$ cat config.mk
export PLATFORM = sky130hd
export DESIGN_NAME = spi_master
export DESIGN_NICKNAME = d
export VERILOG_FILES = /design/src/rtl/spi_pkg.sv /design/src/rtl/spi_half_period_cnt.sv /design/src/rtl/spi_master.sv
export SDC_FILE = /design/constraint.sdc
export NUM_CORES = 1
export LEC_CHECK = 0
export ABC_AREA = 1
export CAP_MARGIN = 15
export CORE_MARGIN = 4
export CORE_UTILIZATION = 51
export DETAILED_ROUTE_END_ITERATION = 12
export GPL_TIMING_DRIVEN = 0
export MAX_ROUTING_LAYER = met4
export PLACE_DENSITY_LB_ADDON = 0.12
export SETUP_SLACK_MARGIN = 0.5
export SLEW_MARGIN = 30
export SYNTH_ARGS = -nofsm -noshare
export SYNTH_HDL_FRONTEND = slang
export SYNTH_HIERARCHICAL = 1
export SYNTH_SLANG_ARGS = --single-unit
$ cat constraint.sdc
create_clock -name clk -period 1.45 [get_ports clk]
set_input_delay 0.2175 -clock clk [delete_from_list [all_inputs] [get_ports clk]]
set_output_delay 0.2175 -clock clk [all_outputs]
set_load 0.05 [all_outputs]
$ cat src/rtl/spi_pkg.sv
// Shared SPI types and default frame/clock settings for spi_master and spi_slave benches.
package spi_pkg;

  typedef enum logic [1:0] {
    IDLE = 2'd0,
    LOW  = 2'd1,
    HIGH = 2'd2,
    GAP  = 2'd3
  } spi_state_t;

  localparam int unsigned SPI_DATA_WIDTH = 8;
  localparam int unsigned SPI_CLK_DIV    = 50;

endpackage

$ cat src/rtl/spi_half_period_cnt.sv
// Free-running SCLK half-period counter: wraps every CLK_DIV cycles, last marks the final cycle.
module spi_half_period_cnt
  import spi_pkg::*;
#(
  parameter int unsigned CLK_DIV = SPI_CLK_DIV
) (
  input  logic clk,
  input  logic rst,
  input  logic clear,
  output logic last
);

  localparam int unsigned CW = (CLK_DIV > 1) ? $clog2(CLK_DIV) : 1;
  localparam logic [CW-1:0] TERM = CW'(CLK_DIV - 1);

  logic [CW-1:0] cnt;

  // last is registered alongside cnt so it is high exactly while cnt == TERM
  always_ff @(posedge clk) begin
    if (rst || clear) begin
      cnt  <= '0;
      last <= 1'b0;
    end else if (last) begin
      cnt  <= '0;
      last <= 1'b0;
    end else begin
      cnt  <= cnt + CW'(1);
      last <= (cnt == TERM - CW'(1));
    end
  end

endmodule

$ cat src/rtl/spi_master.sv
// SPI mode-0 master, MSB first, single slave select; one frame per accepted start.
module spi_master
  import spi_pkg::*;
#(
  parameter int unsigned DATA_WIDTH = SPI_DATA_WIDTH,
  parameter int unsigned CLK_DIV    = SPI_CLK_DIV
) (
  input  logic                  clk,
  input  logic                  rst,
  input  logic                  start,
  input  logic [DATA_WIDTH-1:0] tx_data,
  output logic [DATA_WIDTH-1:0] rx_data,
  output logic                  done,
  output logic                  busy,
  output logic                  SCLK,
  output logic                  MOSI,
  input  logic                  MISO,
  output logic                  SS_n
);

  localparam int unsigned BW = (DATA_WIDTH > 1) ? $clog2(DATA_WIDTH) : 1;
  localparam logic [BW-1:0] LAST_BIT = BW'(DATA_WIDTH - 1);

  if (CLK_DIV < 4) begin : g_bad_div
    $error("spi_master: CLK_DIV must be at least 4");
  end

  spi_state_t            state, state_nxt;
  logic                  pending, pending_nxt;
  logic [DATA_WIDTH-1:0] tx_shift, tx_shift_nxt;
  logic [DATA_WIDTH-1:0] rx_shift, rx_shift_nxt;
  logic [BW-1:0]         bit_cnt, bit_cnt_nxt;
  logic [DATA_WIDTH-1:0] rx_data_nxt;
  logic                  done_nxt, busy_nxt, sclk_nxt, mosi_nxt, ss_n_nxt;
  logic                  miso_s1, miso_s2;
  logic                  half_last;
  logic                  cnt_clear_c;

  // Counter is held at zero while idle so LOW always starts a full half-period
  assign cnt_clear_c = (state == IDLE);

  spi_half_period_cnt #(.CLK_DIV(CLK_DIV)) u_half_cnt (
    .clk   (clk),
    .rst   (rst),
    .clear (cnt_clear_c),
    .last  (half_last)
  );

  // State and datapath registers, including the 2-FF MISO synchronizer
  always_ff @(posedge clk) begin
    if (rst) begin
      state    <= IDLE;
      pending  <= 1'b0;
      tx_shift <= '0;
      rx_shift <= '0;
      bit_cnt  <= '0;
      rx_data  <= '0;
      done     <= 1'b0;
      busy     <= 1'b0;
      SCLK     <= 1'b0;
      MOSI     <= 1'b0;
      SS_n     <= 1'b1;
      miso_s1  <= 1'b0;
      miso_s2  <= 1'b0;
    end else begin
      state    <= state_nxt;
      pending  <= pending_nxt;
      tx_shift <= tx_shift_nxt;
      rx_shift <= rx_shift_nxt;
      bit_cnt  <= bit_cnt_nxt;
      rx_data  <= rx_data_nxt;
      done     <= done_nxt;
      busy     <= busy_nxt;
      SCLK     <= sclk_nxt;
      MOSI     <= mosi_nxt;
      SS_n     <= ss_n_nxt;
      miso_s1  <= MISO;
      miso_s2  <= miso_s1;
    end
  end

  // Next-state and next-output logic; start is captured one edge before the frame opens
  always_comb begin
    state_nxt    = state;
    pending_nxt  = pending;
    tx_shift_nxt = tx_shift;
    rx_shift_nxt = rx_shift;
    bit_cnt_nxt  = bit_cnt;
    rx_data_nxt  = rx_data;
    done_nxt     = 1'b0;
    busy_nxt     = busy;
    sclk_nxt     = SCLK;
    mosi_nxt     = MOSI;
    ss_n_nxt     = SS_n;

    case (state)
      IDLE: begin
        if (pending) begin
          pending_nxt = 1'b0;
          mosi_nxt    = tx_shift[DATA_WIDTH-1];
          ss_n_nxt    = 1'b0;
          sclk_nxt    = 1'b0;
          busy_nxt    = 1'b1;
          bit_cnt_nxt = '0;
          state_nxt   = LOW;
        end else if (start) begin
          pending_nxt  = 1'b1;
          tx_shift_nxt = tx_data;
        end
      end
      LOW: begin
        if (half_last) begin
          rx_shift_nxt = {rx_shift[DATA_WIDTH-2:0], miso_s2};
          sclk_nxt     = 1'b1;
          state_nxt    = HIGH;
        end
      end
      HIGH: begin
        if (half_last) begin
          sclk_nxt = 1'b0;
          if (bit_cnt < LAST_BIT) begin
            tx_shift_nxt = tx_shift << 1;
            mosi_nxt     = tx_shift[DATA_WIDTH-2];
            bit_cnt_nxt  = bit_cnt + BW'(1);
            state_nxt    = LOW;
          end else begin
            ss_n_nxt    = 1'b1;
            mosi_nxt    = 1'b0;
            rx_data_nxt = rx_shift;
            done_nxt    = 1'b1;
            state_nxt   = GAP;
          end
        end
      end
      GAP: begin
        if (half_last) begin
          busy_nxt  = 1'b0;
          state_nxt = IDLE;
        end
      end
      default: state_nxt = IDLE;
    endcase
  end

endmodule
==> flow_summary.html <==
<table>
<tr><th>Metric</th><th>Value</th></tr>
<tr><th colspan="2">Setup path</th></tr>
<tr><td>CP max-delay cell</td><td>dfxtp_4</td></tr>
<tr><td>Terminus of the critical flop-to-flop path</td><td>SCLK</td></tr>
<tr><td>Highest cell delay on the worst timing path</td><td>0.39 ns</td></tr>
<tr><td>Startpoint of the worst setup timing path</td><td>state[1]</td></tr>
<tr><td>Crit end category</td><td>register</td></tr>
<tr><td>CP Data Required Time</td><td>about 1.6 ns</td></tr>
<tr><td>Cell depth of the worst flop-to-flop path</td><td>6</td></tr>
<tr><td>Number of gates on the worst path with buffers counted</td><td>6</td></tr>
<tr><td>Type of the setup path with the least slack</td><td>register to register</td></tr>
<tr><td>Worst r2r src</td><td>state[1]</td></tr>
<tr><td>Crit path launch type</td><td>register</td></tr>
<tr><td>Signal arrival time at the worst endpoint</td><td>1.35 ns</td></tr>
<tr><td>Critical Path Fanout Max</td><td>5</td></tr>
<tr><td>Crit-path cells</td><td>nor2_4, nand2_1, o21ai_2, o21ai_0, inv_1, nor2_1</td></tr>
<tr><td>Buf/Inv on CP</td><td>1</td></tr>
<tr><td>Cell family with the largest share of critical-path delay</td><td>flip-flops</td></tr>
<tr><td>Setup slack of the most critical reg-to-reg path</td><td>0.28 ns</td></tr>
<tr><th colspan="2">Cells and area</th></tr>
<tr><td>Final Instance Count excl. Fillers</td><td>365</td></tr>
<tr><td>Share of layout cells above drive strength 1</td><td>38.56%</td></tr>
<tr><td>Multi-input gate area in the final layout</td><td>between 1000 and 1500 µm²</td></tr>
<tr><td>Area delta synth-&gt;final</td><td>51.03%</td></tr>
<tr><td>Count of nets after finishing</td><td>333</td></tr>
<tr><td>Fillers</td><td>209</td></tr>
<tr><td>Antenna cells</td><td>0</td></tr>
<tr><td>Area taken by flip-flops and latches</td><td>914.6 µm²</td></tr>
<tr><td>Finished Core Util</td><td>82.62%</td></tr>
<tr><th colspan="2">Timing</th></tr>
<tr><td>Transition time at the pin with the least slew margin</td><td>0.2730 ns</td></tr>
<tr><td>Unrepaired setup endpoints after global routing</td><td>true</td></tr>
<tr><td>Final clock period utilization by the worst path</td><td>80.41%</td></tr>
<tr><td>Max-slew violation count</td><td>0</td></tr>
<tr><td>Max-slew headroom</td><td>81.80%</td></tr>
<tr><td>Fmax</td><td>857.7 MHz</td></tr>
<tr><td>PnR worst setup slack</td><td>between 0.2 and 0.3 ns</td></tr>
<tr><td>Final number of hold-violating endpoints</td><td>0</td></tr>
<tr><td>Finish-stage setup viols</td><td>0</td></tr>
<tr><td>Clock Skews</td><td>0.005899 ns</td></tr>
<tr><td>Min Tclk post-route</td><td>1.166 ns</td></tr>
<tr><th colspan="2">Clock network</th></tr>
<tr><td>Root Driver</td><td>clkbuf_8</td></tr>
<tr><td>Cts bufs inserted</td><td>5</td></tr>
<tr><td>Clock tree from TritonCTS</td><td>yes</td></tr>
<tr><td>Clock-pin transition on the worst setup and hold timing paths</td><td>0.08 ns</td></tr>
<tr><td>CTS Hold Bufs</td><td>0</td></tr>
<tr><td>Level count of the clock H-tree</td><td>2</td></tr>
<tr><td>Clock net sink count</td><td>44</td></tr>
<tr><td>Clock insertion delay at the later pin of the skew report</td><td>about 0.30 ns</td></tr>
<tr><td>Clock tree buffer depth</td><td>2</td></tr>
<tr><th colspan="2">Hold path</th></tr>
<tr><td>Startpoint of the tightest hold check path</td><td>rst</td></tr>
<tr><td>Capture endpoint of the worst hold path</td><td>rx_data[0]</td></tr>
<tr><td>Min-delay worst type</td><td>primary input to register</td></tr>
<tr><td>Hold depth</td><td>2</td></tr>
<tr><th colspan="2">Yosys</th></tr>
<tr><td>Synthesis warning total</td><td>6</td></tr>
<tr><td>Sequential cell area fraction in the yosys report</td><td>46.78%</td></tr>
<tr><td>Post-synthesis sequential element count</td><td>between 40 and 50</td></tr>
<tr><td>Post-synth cell types</td><td>24</td></tr>
<tr><td>Number of nets produced by synthesis</td><td>281</td></tr>
<tr><td>Syn Inst Count</td><td>266</td></tr>
<tr><td>Average instance area after synthesis</td><td>7.079 µm²</td></tr>
<tr><td>Synth Cell Area</td><td>1883 µm²</td></tr>
<tr><th colspan="2">Job</th></tr>
<tr><td>Number of max-capacitance violations reported</td><td>0</td></tr>
<tr><th colspan="2">Drt</th></tr>
<tr><td>Antenna violation net count after detailed routing</td><td>0</td></tr>
<tr><td>DRC violation total after the first TritonRoute iteration</td><td>131</td></tr>
<tr><td>Vias post-DR</td><td>1,913</td></tr>
<tr><td>Wire length per cell</td><td>14.00 µm</td></tr>
<tr><td>Number of vias per cell after detailed routing</td><td>5.241</td></tr>
<tr><td>First-pass iteration count of the detailed router</td><td>4</td></tr>
<tr><td>Routed wire length</td><td>5109 µm</td></tr>
<tr><td>Total DRC errors in the routed layout</td><td>0</td></tr>
<tr><th colspan="2">Place</th></tr>
<tr><td>Port buffer count</td><td>24</td></tr>
<tr><td>Final weighted congestion in routability-driven placement</td><td>0.7726</td></tr>
<tr><td>Post-DP HPWL</td><td>2616 µm</td></tr>
<tr><td>Total placed cells including tap cells</td><td>336</td></tr>
<tr><td>Setup WS pre-CTS</td><td>-0.1932 ns</td></tr>
<tr><th colspan="2">Global route</th></tr>
<tr><td>Tot GR Track Use</td><td>21.06%</td></tr>
<tr><td>Maximum number of pins on one net before global-route repair</td><td>14</td></tr>
<tr><td>First-pass GRT wire length</td><td>around 7000 µm</td></tr>
<tr><td>Vias in the first global route</td><td>1,620</td></tr>
<tr><td>Initial antenna violation count</td><td>0</td></tr>
<tr><td>Aggregate global routing overflow</td><td>0</td></tr>
<tr><th colspan="2">Floorplan</th></tr>
<tr><td>Initial core utilization</td><td>54.71%</td></tr>
<tr><td>Die H</td><td>68.77 µm</td></tr>
<tr><td>Total core area</td><td>around 3400 µm²</td></tr>
<tr><td>Number of placed I/O pins</td><td>25</td></tr>
<tr><td>DIE AREA</td><td>about 4700 µm²</td></tr>
<tr><td>Core Rows</td><td>21</td></tr>
<tr><td>Die extent in x</td><td>68.77 µm</td></tr>
<tr><th colspan="2">Power</th></tr>
<tr><td>Total power density per cell area</td><td>1471 nW/µm²</td></tr>
<tr><td>Power, Total</td><td>4184 µW</td></tr>
<tr><td>Peak supply drop</td><td>approximately 0.92 mV</td></tr>
<tr><td>Static Leakage</td><td>0.001176 µW</td></tr>
<tr><th colspan="2">Run status</th></tr>
<tr><td>Status</td><td>complete, no violations</td></tr>
</table>
==> layer usage <==
layer	up-vias	wire length [µm]	global-route usage [%]
met5	-	0	-
met4	0	117	7.299
met3	13	245	6.321
met2	49	2556	31.35
met1	893	2189	27.21
li1	958	-	-
==> worst register-to-register path: cells and delay by family (launching register included) <==
kind / cells / cell delay, ns
compound gates: 2 / 0.23
buf+inv: 1 / 0.08
flops: 1 / 0.39
simple gates: 3 / 0.34
==> state kept, by name, indices dropped and copies added (netlist names), 2 cells and up <==
signal / flops
tx_shift: 8
state: 2
bit_cnt: 3
rx_shift: 8
rx_data: 8
u_half_cnt/cnt: 6
==> synth_stat cells (all sizes together) <==
master | n | area (µm²)
nand2 | 74 | 285.3
dfxtp | 44 | 880.8
nor2 | 38 | 157.7
nand3 | 32 | 160.2
inv | 27 | 101.3
a21oi | 23 | 115.1
o21ai | 7 | 35.03
buf | 6 | 27.53
ha | 3 | 37.54
clkbuf | 2 | 7.510
nor3 | 2 | 20.02
a21boi | 1 | 11.26
a31oi | 1 | 6.260
and3 | 1 | 6.260
clkinv | 1 | 3.750
nand3b | 1 | 7.510
nand4 | 1 | 6.260
o31ai | 1 | 7.510
or2 | 1 | 6.260
==> cell families (layout without fill, tap and decap cells) <==
family	Yosys count	in the layout	share of synthesized area (%)
fa+ha+maj	3	3	1.994
buf+inv	36	88	7.442
flops	44	44	46.78
simple gates	150	151	34.49
compound gates	33	33	9.302
==> stage by stage <==
stage,setup TNS (ns),hold WS [ns],instance area (µm²)
floorplan,0,0.2866,1982
global placement,-1.437,0.3910,2280
detailed placement,-1.541,0.3974,2280
CTS,0,0.4086,2594
global route,0,0.2721,2844
finish,0,0.2438,2844
==> report_power, final <==
group / internal [µW] / switching [µW] / total [µW]
clock: 387 / 412 / 799
combinational: 745 / 1030 / 1780
sequential: 1410 / 193 / 1610
total: 2550 / 1640 / 4180
==> cells in the final DEF, fill, tap and decap left out, types with 2 or more instances in the layout <==
master / count
buf_4: 15
clkbuf_8: 6
nand2_4: 6
dfxtp_2: 15
clkdlybuf4s50_1: 10
o21ai_0: 5
nand3_2: 13
nand3_1: 17
nand2_2: 4
nor2_2: 4
clkbuf_2: 2
nor2_4: 6
buf_8: 13
nor2_1: 29
nand2_1: 64
dfxtp_1: 25
nand3_4: 2
inv_1: 20
a21oi_1: 14
ha_1: 3
a21oi_2: 9
inv_4: 4
buf_6: 10
inv_2: 3
dfxtp_4: 4
==> cell type report <==
cell class                 count  area share [%]
buffer                         8           2.596
clock buffer                   7           3.036
clock inverter                 1          0.2640
inverter                      28           4.047
multi-input combinational    187           38.67
sequential                    44           32.16
tap                           46           2.024
timing repair buffer          44           17.20
==> timing repair <==
action / CTS / global route
buffers inserted: 10 / 8
pin swaps: 19 / 26
gates cloned: 3 / 0
resized for setup: 127 / 52
setup endpoints to repair: 55 / 57
endpoints found under the hold margin: 0 / 0
==> worst max-delay path by stage <==
stage	to
2_1_floorplan	tx_shift[1]
3_3_place_gp	state[0]
3_5_place_dp	state[0]
4_1_cts	rx_data[0]
5_1_grt	tx_shift[4]
6_report	SCLK
Note: power is estimated with default switching activity, not from simulation.
